**src/rtl/alu_exec_seq.sv**
```systemverilog
// Execute-stage sequencer: owns W and the status register, fetches memory operands
// and drives the external combinational ALU, one instruction at a time.
module alu_exec_seq #(
   parameter int         ADDR_W = 8,
   parameter logic [7:0] W_INIT = 8'h00
) (
   input  logic              i_clk,
   input  logic              i_rst_n,
   input  logic              i_valid,
   output logic              o_ready,
   input  logic [3:0]        i_opcode,
   input  logic [ADDR_W-1:0] i_addr,
   input  logic              i_wld,
   input  logic [7:0]        i_wld_data,
   output logic              o_mem_rd,
   output logic [ADDR_W-1:0] o_mem_addr,
   input  logic [7:0]        i_mem_rdata,
   output logic [3:0]        o_alu_opcode,
   output logic [7:0]        o_alu_oper1,
   output logic [7:0]        o_alu_oper2,
   input  logic [7:0]        i_alu_res,
   input  logic [2:0]        i_alu_status,
   output logic [7:0]        o_w,
   output logic [2:0]        o_status,
   output logic              o_done,
   output logic              o_err
);

   typedef enum logic [1:0] {
      S_IDLE,
      S_FETCH,
      S_MEMW,
      S_EXEC
   } state_e;

   // Binary (W,P) opcodes occupy the contiguous range ANDWP..SHFRW.
   localparam logic [3:0] OP_ANDWP = 4'd5;
   localparam logic [3:0] OP_CMPWP = 4'd10;
   localparam logic [3:0] OP_SHFRW = 4'd12;

   state_e              state_q,  state_d;
   logic [7:0]          w_q,      w_d;
   logic [2:0]          status_q, status_d;
   logic [7:0]          oper_q,   oper_d;
   logic [3:0]          opcode_q, opcode_d;
   logic [ADDR_W-1:0]   addr_q,   addr_d;
   logic                mem_rd_q, mem_rd_d;
   logic                done_q,   done_d;
   logic                err_q,    err_d;

   logic in_is_binary;
   logic op_is_legal;

   assign in_is_binary = (i_opcode >= OP_ANDWP) && (i_opcode <= OP_SHFRW);
   assign op_is_legal  = (opcode_q <= OP_SHFRW);

   always_comb begin
      // NOTE: every signal gets a default before the case so no path leaves it
      // unassigned, which would otherwise infer a latch.
      state_d  = state_q;
      w_d      = w_q;
      status_d = status_q;
      oper_d   = oper_q;
      opcode_d = opcode_q;
      addr_d   = addr_q;
      mem_rd_d = 1'b0;
      done_d   = 1'b0;
      err_d    = 1'b0;

      unique case (state_q)
         S_IDLE: begin
            if (i_valid) begin
               opcode_d = i_opcode;
               addr_d   = i_addr;
               if (in_is_binary) begin
                  state_d  = S_FETCH;
                  mem_rd_d = 1'b1;
               end else begin
                  state_d = S_EXEC;
                  oper_d  = 8'h00;
               end
            end else if (i_wld) begin
               w_d = i_wld_data;
            end
         end
         S_FETCH: state_d = S_MEMW;
         S_MEMW: begin
            oper_d  = i_mem_rdata;
            state_d = S_EXEC;
         end
         S_EXEC: begin
            if (op_is_legal) begin
               status_d = i_alu_status;
               if (opcode_q != OP_CMPWP) w_d = i_alu_res;
            end else begin
               err_d = 1'b1;
            end
            done_d  = 1'b1;
            state_d = S_IDLE;
         end
         default: state_d = S_IDLE;
      endcase
   end

   always_ff @(posedge i_clk) begin
      // NOTE: sequential state uses non-blocking assignments so every flop samples
      // the pre-edge values, independent of statement order.
      if (!i_rst_n) begin
         state_q  <= S_IDLE;
         w_q      <= W_INIT;
         status_q <= 3'b000;
         oper_q   <= 8'h00;
         opcode_q <= 4'h0;
         addr_q   <= '0;
         mem_rd_q <= 1'b0;
         done_q   <= 1'b0;
         err_q    <= 1'b0;
      end else begin
         state_q  <= state_d;
         w_q      <= w_d;
         status_q <= status_d;
         oper_q   <= oper_d;
         opcode_q <= opcode_d;
         addr_q   <= addr_d;
         mem_rd_q <= mem_rd_d;
         done_q   <= done_d;
         err_q    <= err_d;
      end
   end

   assign o_ready      = (state_q == S_IDLE);
   assign o_mem_rd     = mem_rd_q;
   assign o_mem_addr   = addr_q;
   assign o_alu_opcode = opcode_q;
   assign o_alu_oper1  = w_q;
   assign o_alu_oper2  = oper_q;
   assign o_w          = w_q;
   assign o_status     = status_q;
   assign o_done       = done_q;
   assign o_err        = err_q;

endmodule

```
**config.mk**
```make
export PLATFORM = sky130hd
export DESIGN_NAME = alu_exec_seq
export DESIGN_NICKNAME = d
export VERILOG_FILES = /design/src/rtl/alu_exec_seq.sv
export SDC_FILE = /design/constraint.sdc
export NUM_CORES = 1
export LEC_CHECK = 0
export BUFFER_PORTS_ARGS = -buffer_cell sky130_fd_sc_hd__buf_2
export CORE_MARGIN = 4
export CORE_UTILIZATION = 25
export CTS_BUF_LIST = sky130_fd_sc_hd__clkbuf_8
export DETAILED_ROUTE_END_ITERATION = 7
export GPL_ROUTABILITY_DRIVEN = 0
export PLACE_DENSITY_LB_ADDON = 0.05
export SYNTH_ARGS = -nofsm -noshare
export SYNTH_HDL_FRONTEND = slang
export SYNTH_SLANG_ARGS = --single-unit
```
**constraint.sdc**
```tcl
create_clock -name i_clk -period 2.1 [get_ports i_clk]
set_input_delay 0.42 -clock i_clk [delete_from_list [all_inputs] [get_ports i_clk]]
set_output_delay 0.42 -clock i_clk [all_outputs]
set_load 0.01 [all_outputs]
```
# == Word level (Yosys, flattened, before mapping) ==
# Index checks and enable logic that the tools add are counted.
# op_classes
n_reduce_logical,10
n_lt_le_gt_ge,3
n_eq_ne,10
muxes,14
# op_table
op,count
$mux W8,6
$pmux W8 S2,2
$ne A2 B2 Y1 const B,5
$le A4 B4 Y1 const B,2
$pmux W2 S4,1
$reduce_and A2 Y1,3
$reduce_and A3 Y1,2
$reduce_and A5 Y1,1
$eq A2 B2 Y1 const B,2
$ge A4 B3 Y1 const B,1
$mux W2,2
$ne A4 B4 Y1 const B,1
$reduce_bool A2 Y1,2
$mux W1,3
$eq A2 B1 Y1 const B,1
$logic_not A2 Y1,1
$ne A2 B1 Y1 const B,1
$logic_and A1 B1 Y1,1
# word_totals
register_bits,36
input_bits,43
output_inout_bits,43
wordCells,46

# == Depth between registers and ports, before layout ==
# Gate-level depths: netlist of the first run.
# logic_depth
ltp_word,5
mapped_depth,7
depth_no_buf,6

# == Worst setup path after synthesis of the first run ==
# Ideal clock, no wire load.
# synth_timing
kind,flip-flop to flip-flop
start,register state_q[0]
end,register w_q[1] (netlist: o_alu_oper1[1])
setup_time_ns,0.116
required_ns,1.984
period_less_slack_ns,1.537
setup_slack_ns,0.563
path_buffers,1
path_stages_with_launch,8
arrival_ns,1.421
cell_sequence,dfxtp_1 -> inv_1 -> ha_1 -> nand2b_1 -> a32oi_4 -> buf_6 -> nand2_1 -> o211a_1
# synth_via
elab_chain_len,3
word_cells_on_any_way,9
classes_between,5 x eq/ne; 1 x mux; 3 x reduce/logical
# synth_lines
element,line_no,rtl
"start, declared",41,"state_e state_q, state_d;"
"start signal, assigned",119,state_q <= state_d;
$logic_not A2 Y1 *,--,
via o_ready,10,"output logic o_ready,"
$ne A2 B1 Y1 (no source line) (tied with other cells),--,
$reduce_and A5 Y1 (no source line),--,
"end signal, assigned",120,w_q <= w_d;
"end, declared",42,"logic [7:0] w_q, w_d;"
# Mark *: on every way through the listed nets, which the timed path passes. The rest lies on a longest branch.
# A chain may end at the register's enable or synchronous reset.

# == Worst setup path after layout of the first run ==
# layout_timing
start,register state_q[0]
end,register w_q[1] (netlist: o_alu_oper1[1])
# layout_via
elab_chain_len,3
word_cells_on_any_way,9
classes_between,5 x eq/ne; 1 x mux; 3 x reduce/logical
# layout_lines
element,line_no,rtl
$eq A2 B2 Y1 / $logic_not A2 Y1 (equally long branches),70,unique case (state_q)
$ne A2 B2 Y1 (no source line) (tied with other cells),--,
$reduce_and A5 Y1 (no source line),--,
# Parallel ways exist; a longest one is shown, timed or not.

==> flow_summary.json, run 1 <==
{
  "io_buffers": 85,
  "root_buffer": "clkbuf_8",
  "fillCellCount": 705,
  "cts-buffers-inserted": 5,
  "status": "complete, no violations",
  "worstPathCellList": "inv_1 > ha_1 > nand2b_1 > a32oi_4 > nand2_1 > o211a_1",
  "timing.fmax_ghz": 0.5898,
  "core_um2": 6314,
  "min_period_ns": 1.695,
  "rsz0062_at_grt": "no",
  "final_area_um2": 2166,
  "synthesis.nets": 223,
  "die_x_um": 88.63,
  "numClockSinks": 36,
  "synth_top_area_cell": "dfxtp_1",
  "drv_cap": 0,
  "drc": 0,
  "ys.warnings.count": 0,
  "clk_latency_ns": 0.28,
  "hold_class": "input pin to flip-flop",
  "vias": 1420,
  "syn-cell-area_um2": 1625,
  "grt_antenna_before_repair": 0,
  "ys_ff_latch": 36,
  "utilization_pct": 34.30,
  "crit_slowest_cell": "a32oi_4",
  "worstSetupEndpoint": "o_alu_oper1[1]",
  "start_util_pct": 25.74,
  "post_cts_buffers": 0,
  "grt_util_all_layers_pct": 10.98,
  "crit_buf_inv": 1,
  "worstSetupPathType": "flip-flop to flip-flop",
  "endpoint_kind": "flip-flop",
  "synth_area_leaders": "dfxtp_1 44%, nand2_1 11%, mux2i_1 9.9%",
  "place_area_um2": 2073,
  "wl_per_cell_um": 12.44,
  "yosysSeqAreaShare_pct": 44.34,
  "crit_arrival_ns": 1.87,
  "power.leakage_nw": 1.087,
  "holdBufCountCts": 0,
  "vias_per_cell": 4.264,
  "h-tree-depth": 2,
  "synth_top_area_share_pct": 44.34,
  "cpPeakStageDelay_ns": 0.43,
  "r2r_end": "o_alu_oper1[1]",
  "power_density_nw_per_um2": 954.7,
  "grt_pass1_wl_um": 6651,
  "finalSetupViolations": 0,
  "r2r_setup_slack_ns": 0.40,
  "grt_max_degree": 35,
  "cts_tree": "built",
  "grt_overflow": 0,
  "row_count": 29,
  "ioPinCount": 86,
  "rr_worst_depth": 6,
  "diodes": 0,
  "tightest_slew_ns": 0.5798,
  "finClkSkew_ns": 0.005257,
  "slew_headroom_pct": 61.34,
  "hpwl_um": 3160,
  "ant_nets": 0,
  "avgSynthCellArea_um2": 9.183,
  "grt_pass1_vias": 1434,
  "ir_drop_uv": 354.6,
  "dr.pass1.iters": 4,
  "cts_buffer_depth": 2,
  "final_max_slew_viol_count": 0,
  "die_h_um": 88.63,
  "drive_gt1_share_pct": 39.84,
  "fin_crit_sh_pct": 80.73,
  "crit_family": "compound AO/OA/AOI/OAI gates",
  "fin_nets": 301,
  "first_iter_violations": 23,
  "cp-startpoint": "state_q[0]",
  "required_ns": 2.28,
  "cp_max_fo": 16,
  "dieArea_um2": 7855,
  "r2r_start": "state_q[0]",
  "cts_resized": 0,
  "wl_um": 4142,
  "synth_cells": 177,
  "yosysUniqueCellTypes": 24,
  "cp-start-kind": "flip-flop",
  "tns_ns": 0,
  "path_clk_slew_ns": 0.07,
  "final_hold_viol_count": 0,
  "syn2layout_area_growth_pct": 33.26,
  "path_depth": 6
}
placed cells by master (no fill, tap or decap), types with 3 or more instances in the layout:
cell,instances
buf_2,85
nand2_1,48
dfxtp_1,36
a21boi_0,16
mux2i_1,16
nand3_1,11
o211a_1,8
clkbuf_8,6
buf_4,5
inv_1,4
nor2_1,3
o21ai_0,3
ha_1,3
registers in the layout (all words and copies together), names as in the netlist:
signal        cells
o_alu_opcode      4
o_alu_oper2       8
o_mem_rd          1
o_done            1
o_err             1
o_status          3
o_alu_oper1       8
state_q           2
o_mem_addr        8
metrics by stage:
step | instances | power, W | worst slack [ns] | hold slack, ns
2_1_floorplan | 177 | 0.001371 | 0.5630 | 0.4790
3_3_place_gp | 325 | 0.001605 | 0.4335 | 0.4457
3_5_place_dp | 325 | 0.001598 | 0.4141 | 0.4464
4_1_cts | 333 | 0.002122 | 0.4029 | 0.3671
5_1_grt | 333 | 0.002229 | 0.2541 | 0.3794
6_report | 333 | 0.002068 | 0.4046 | 0.3775
cell families (layout without fill, tap and decap cells):
family	after synthesis	count (layout)	share of synthesized area, %
buf+inv	23	102	7.775
simple gates	65	65	16.40
fa+ha+maj	3	3	2.310
xor+xnor	1	1	0.5390
compound gates	32	32	17.86
mux	17	17	10.78
flops	36	36	44.34
tightest hold or removal path, stage by stage:
cell and delay [ns]:
buf_2 0.10, nand2_1 0.04, a21boi_0 0.06
per-layer routing:
layer / up-vias / global-route usage [%] / part of all wire (%) / routed length [um]
met3: 2 / 4.376 / 8.2 / 338
met4: 0 / 4.533 / 0.82 / 34
li1: 740 / - / - / -
met2: 38 / 17.41 / 47 / 1950
met5: - / 0 / 0 / 0
met1: 640 / 13.21 / 44 / 1818
cell usage after synthesis:
cell type and count:
buf_6 1, nand3b_1 1, inv_1 4, o21ai_2 1
dfxtp_1 36, nand2_1 48, o21ai_0 3, a21oi_1 1
a32oi_4 1, nor2_1 3, o211a_1 8, a2bb2oi_4 1
a21boi_0 16, and2_1 1, mux2i_1 16, nand2b_1 1
o211ai_1 1, buf_2 2, xor2_1 1, buf_4 8
nand3_1 11, clkbuf_1 8, ha_1 3, mux2_4 1
worst min-delay path by stage:
stage                        start              to  slack (ns)  cells past startpoint
global route             i_addr[5]   o_mem_addr[5]        0.38                      3
global placement    o_alu_oper2[7]  o_alu_oper2[7]        0.45                      2
finish                   i_addr[6]   o_mem_addr[6]        0.38                      3
floorplan           o_alu_oper2[0]  o_alu_oper2[0]        0.48                      2
CTS                      i_addr[4]   o_mem_addr[4]        0.37                      3
detailed placement  o_alu_oper2[0]  o_alu_oper2[0]        0.45                      2
report_power, final:
part	switching, W	leakage [nW]	total [W]	internal, W
clock	0.000244	0.0510	0.000506	0.000262
sequential	0.0000649	0.294	0.000850	0.000785
combinational	0.000399	0.742	0.000712	0.000313
total	0.000708	1.09	0.00207	0.00136
layout make-up:
type	instances	area [um^2]	share of cell area, %
Multi-Input combinational cell	118	778.2	35.93
Sequential cell	36	720.7	33.28
Timing Repair Buffer	90	462.9	21.37
Tap cell	77	96.34	4.448
Clock buffer	6	82.58	3.813
Inverter	4	15.01	0.6932
Clock inverter	2	10.01	0.4622
Power figures use the tool's default switching activity.
==> run 2: changes to the inputs <==
clock period = 1.61 ns   (was 2.1 ns; I/O delays follow)
==> run 2 against run 1 <==
Final cell count is 1.5% higher. Sequential cell count stayed put. Clock power is 30% higher. First-iteration DRC count is 57% lower. Sequential power is 31% higher. Global-route usage is 0.25 points lower. Combinational power is 49% higher. Worst hold slack worse by 0.10 ns. Die area stayed put.
==> flow_summary.json, run 2 (synthesized netlist as in run 1, its figures left out) <==
{
  "path_clk_slew_ns": 0.07,
  "rr_worst_depth": 7,
  "grt_antenna_before_repair": 0,
  "hold_depth": 3,
  "wl_um": 4156,
  "first_iter_violations": 10,
  "worstSetupEndpoint": "o_alu_oper1[6]",
  "final_cell_mix": "85 x buf_2, 48 x nand2_1, 36 x dfxtp_1",
  "clk_latency_ns": 0.28,
  "grt_pass1_wl_um": 6458,
  "diodes": 0,
  "r2r_start": "state_q[1]",
  "min_period_ns": 1.459,
  "die_x_um": 88.63,
  "ir_drop_uv": 420.5,
  "vias": 1445,
  "fin_crit_sh_pct": 90.60,
  "finalSetupViolations": 0,
  "status": "complete, no violations",
  "grt_util_all_layers_pct": 10.73,
  "endpoint_kind": "flip-flop",
  "dieArea_um2": 7855,
  "root_buffer": "clkbuf_8",
  "syn2layout_area_growth_pct": 38.65,
  "regArea_um2": 720.7,
  "grt_max_degree": 21,
  "final_common_cell": "buf_2",
  "ioPinCount": 86,
  "die_h_um": 88.63,
  "power_density_nw_per_um2": 1255,
  "io_buffers": 85,
  "ant_nets": 0,
  "timing.fmax_ghz": 0.6856,
  "hold_class": "input pin to flip-flop",
  "drc": 0,
  "cp_max_fo": 16,
  "grt_overflow": 0,
  "fin_nets": 306,
  "fillCellCount": 704,
  "hpwl_um": 3185,
  "finClkSkew_ns": 0.004741,
  "numClockSinks": 36,
  "worstSetupPathType": "flip-flop to flip-flop",
  "cp-start-kind": "flip-flop",
  "cp-startpoint": "state_q[1]",
  "crit_arrival_ns": 1.63,
  "dr.pass1.iters": 4,
  "h-tree-depth": 2,
  "post_layout_nonfiller_instances": 338,
  "rsz0062_at_grt": "no",
  "final_max_slew_viol_count": 0,
  "cts_buffer_depth": 2,
  "power.leakage_nw": 1.125,
  "row_count": 29,
  "final_hold_viol_count": 0,
  "r2r_end": "o_alu_oper1[6]",
  "cts-buffers-inserted": 5,
  "start_util_pct": 25.74,
  "r2r_setup_slack_ns": 0.15,
  "core_um2": 6314,
  "drv_cap": 0,
  "wl_per_cell_um": 12.30,
  "dp.cells": 330,
  "required_ns": 1.79,
  "multiInputGateArea_um2": 790.8,
  "holdBufCountCts": 0,
  "cts_tree": "built",
  "hold_start": "i_addr[4]",
  "drive_gt1_share_pct": 41.38,
  "tightest_slew_ns": 0.5282,
  "tns_ns": 0,
  "grt_pass1_vias": 1366,
  "vias_per_cell": 4.275,
  "slew_headroom_pct": 64.63
}
run 2: cell types whose count changed in the layout (fill, tap and decap cells not counted), sizes merged:
cell  change
buf       +5
run 2: where the power goes:
group	internal, W	switching (W)
clock network	0.000341	0.000318
registers	0.00102	0.0000878
logic	0.000515	0.000541
total	0.00188	0.000947
run 2: layer usage:
layer  routed length [um]  global-route usage (%)  vias up
li1                     -                       -      752
met1                 1799                   13.21      649
met2                 1982                   16.94       39
met3                  337                   3.818        5
met4                   37                   4.533        0
met5                    0                       0        -
run 2: what timing repair did:
| item | CTS | global route |
|---|---|---|
| endpoints found under the setup margin | 0 | 17 |
| buffers inserted | 0 | 0 |
| resized for setup | 0 | 2 |
run 2: metrics by stage:
step	util [%]	worst slack (ns)	hold WS, ns	power (W)	instance area (um^2)
global route	35.69	0.04010	0.2677	0.003058	2253
CTS	35.49	0.02825	0.2648	0.002866	2241
finish	35.69	0.1514	0.2768	0.002827	2253
global placement	34.03	0.07594	0.4467	0.002191	2148
floorplan	-	0.07305	0.4669	0.001788	1625
detailed placement	34.03	0.05013	0.4448	0.002186	2148
run 2: worst min-delay path by stage:
stage | endpoint | slack (ns)
after floorplan | o_alu_opcode[0] | 0.47
after global placement | o_alu_oper2[7] | 0.45
after detailed placement | o_alu_oper2[0] | 0.44
after CTS | o_mem_addr[4] | 0.26
after global routing | o_mem_addr[3] | 0.27
final | o_mem_addr[4] | 0.28
run 2: cell type report:
class | instances | share of cell area [%]
clock buffers | 6 | 3.665
clock inverters | 2 | 0.4442
inverters | 4 | 0.6663
multi-input cells | 118 | 35.09
flip-flops and latches | 36 | 31.98
well taps | 77 | 4.275
repair buffers | 95 | 23.88
run 2: critical path, cell delays in order, from the launching register on:
cell	delay, ns
dfxtp_1	0.36
inv_1	0.09
ha_4	0.19
nand2b_1	0.17
a32oi_4	0.19
buf_12	0.17
nand2_1	0.05
o211a_1	0.12
==> run 3: changes to the inputs <==
PLACE_DENSITY_LB_ADDON = 0.12   (was 0.05)
==> run 3 against run 2 <==
Via count grew 1.0%. Sequential cell count is the same. Register-to-register slack lost 0.04 ns. First-iteration DRC count rose to 3.5 times the previous value. Clock power is 18% higher. Combinational power about the same. Die area unchanged. Critical path type unchanged. Largest cell class unchanged.
==> flow_summary.json, run 3 (synthesized netlist as in run 1, its figures left out) <==
{
  "tightest_slew_ns": 0.4688,
  "ir_drop_uv": 467.1,
  "switchingPower_w": 0.0009480,
  "timing.fmax_ghz": 0.6686,
  "grt_max_degree": 29,
  "h-tree-depth": 2,
  "die_h_um": 88.63,
  "syn2layout_area_growth_pct": 38.49,
  "rsz0062_at_grt": "no",
  "wl_um": 4095,
  "crit_arrival_ns": 1.68,
  "vias": 1460,
  "grt_antenna_before_repair": 0,
  "ioPinCount": 86,
  "cp-start-kind": "flip-flop",
  "final_max_slew_viol_count": 0,
  "finalSetupViolations": 0,
  "drc": 0,
  "p_seq_share_pct": 37.9,
  "dr.pass1.iters": 4,
  "first_iter_violations": 35,
  "cts-buffers-inserted": 5,
  "vias_per_cell": 4.332,
  "regArea_um2": 720.7,
  "switching_share_pct": 32.40,
  "required_ns": 1.79,
  "row_count": 29,
  "die_x_um": 88.63,
  "post_layout_nonfiller_instances": 337,
  "start_util_pct": 25.74,
  "dieArea_um2": 7855,
  "worstSetupPathType": "flip-flop to flip-flop",
  "ant_nets": 0,
  "intPower_w": 0.001978,
  "diodes": 0,
  "grt_pass1_vias": 1416,
  "grt_util_all_layers_pct": 10.99,
  "worstPathCellList": "inv_1 > ha_2 > nand2b_1 > a32oi_4 > buf_12 > nand2_1 > o211a_1",
  "grt_overflow": 0,
  "fin_nets": 305,
  "final_common_cell": "buf_2",
  "core_um2": 6314,
  "wl_per_cell_um": 12.15,
  "numClockSinks": 36,
  "use_met2_pct": 16.67,
  "tns_ns": 0,
  "slew_headroom_pct": 68.61,
  "dp.cells": 329,
  "top_usage_layer": "met2",
  "clkPwrFrac_pct": 26.5,
  "io_buffers": 85,
  "hpwl_um": 3147,
  "fillCellCount": 690,
  "path_clk_slew_ns": 0.07,
  "final_hold_viol_count": 0,
  "drv_cap": 0,
  "crit_slowest_cell": "dfxtp_1",
  "use_met3_pct": 4.562,
  "cp_max_fo": 16,
  "final_cell_mix": "85 x buf_2, 48 x nand2_1, 36 x dfxtp_1",
  "cpPeakStageDelay_ns": 0.35,
  "grt_pass1_wl_um": 6706,
  "post_cts_buffers": 0,
  "power.leakage_nw": 1.127,
  "cts_tree": "built",
  "finClkSkew_ns": 0.008304,
  "status": "complete, no violations",
  "multiInputGateArea_um2": 780.7,
  "clk_latency_ns": 0.29,
  "hold_class": "input pin to flip-flop",
  "comb_power_share_pct": 35.6,
  "endpoint_kind": "flip-flop",
  "fin_crit_sh_pct": 92.90,
  "cts_buffer_depth": 2,
  "grt_util_met1_pct": 14.08,
  "min_period_ns": 1.496,
  "drive_gt1_share_pct": 40.77,
  "power_density_nw_per_um2": 1300,
  "root_buffer": "clkbuf_8"
}
[run 3: cell count changes in the layout (fill, tap and decap cells not counted)]
| cell | change |
|---|---|
| clkinv_2 | -1 |
| buf_4 | -1 |
| bufinv_16 | +1 |
| ha_2 | +1 |
| inv_1 | +1 |
| ha_4 | -1 |
| clkbuf_8 | -1 |
[run 3: timing repair]
item | CTS | global route
hold buffers | 0 | 0
endpoints found under the setup margin | 0 | 16
gates resized for setup | 0 | 1
[run 3: area by class of cell]
class,count,area share [%]
Inverter,4,0.6670
Sequential cell,36,32.02
Multi-Input combinational cell,118,34.69
Tap cell,77,4.280
Clock buffer,5,3.057
Timing Repair Buffer,94,23.57
Clock inverter,3,1.723
[run 3: worst paths after layout]
| path | start | to | slack [ns] | cells past startpoint |
|---|---|---|---|---|
| worst max-delay path | state_q[0] | o_alu_oper1[3] | 0.11 | 7 |
| worst max register to register | state_q[0] | o_alu_oper1[3] | 0.11 | 7 |
| worst min register to register | o_alu_oper2[2] | o_alu_oper2[2] | 0.46 | 2 |
| worst min-delay path | i_addr[0] | o_mem_addr[0] | 0.27 | 3 |
[run 3: stage by stage]
stage / hold WS [ns] / area (um^2) / power, W / util [%] / worst slack, ns
after detailed placement: 0.4447 / 2141 / 0.002180 / 33.91 / 0.03662
final: 0.2741 / 2251 / 0.002926 / 35.65 / 0.1144
after floorplan: 0.4669 / 1625 / 0.001788 / - / 0.07305
after global placement: 0.4413 / 2141 / 0.002182 / 33.91 / 0.08817
after CTS: 0.2709 / 2248 / 0.002977 / 35.61 / 0.01669
after global routing: 0.2834 / 2251 / 0.003137 / 35.65 / 0.01954
[run 3: per-layer routing]
metal  routed length, um  part of all wire, %
met3                 411                   10
met2                1813                   44
met5                   0                    0
met4                  39                 0.95
met1                1830                   45
[run 3: worst max-delay path, delay by kind of cell, from the launching register on]
| family | cells | cell delay, ns |
|---|---|---|
| AO/OA/AOI/OAI | 2 | 0.32 |
| adder cells (fa/ha/maj) | 1 | 0.24 |
| buffers and inverters | 2 | 0.24 |
| flip-flops | 1 | 0.35 |
| AND/OR/NAND/NOR | 2 | 0.24 |
[run 3: power groups by stage]
| stage | Combinational [W] | Clock (W) | Sequential (W) |
|---|---|---|---|
| floorplan | 0.000612 | 0 | 0.00118 |
| global route | 0.00116 | 0.000848 | 0.00113 |
| finish | 0.00104 | 0.000775 | 0.00111 |
| CTS | 0.00106 | 0.000809 | 0.00111 |
| detailed placement | 0.00105 | 0 | 0.00113 |
| global placement | 0.00105 | 0 | 0.00113 |
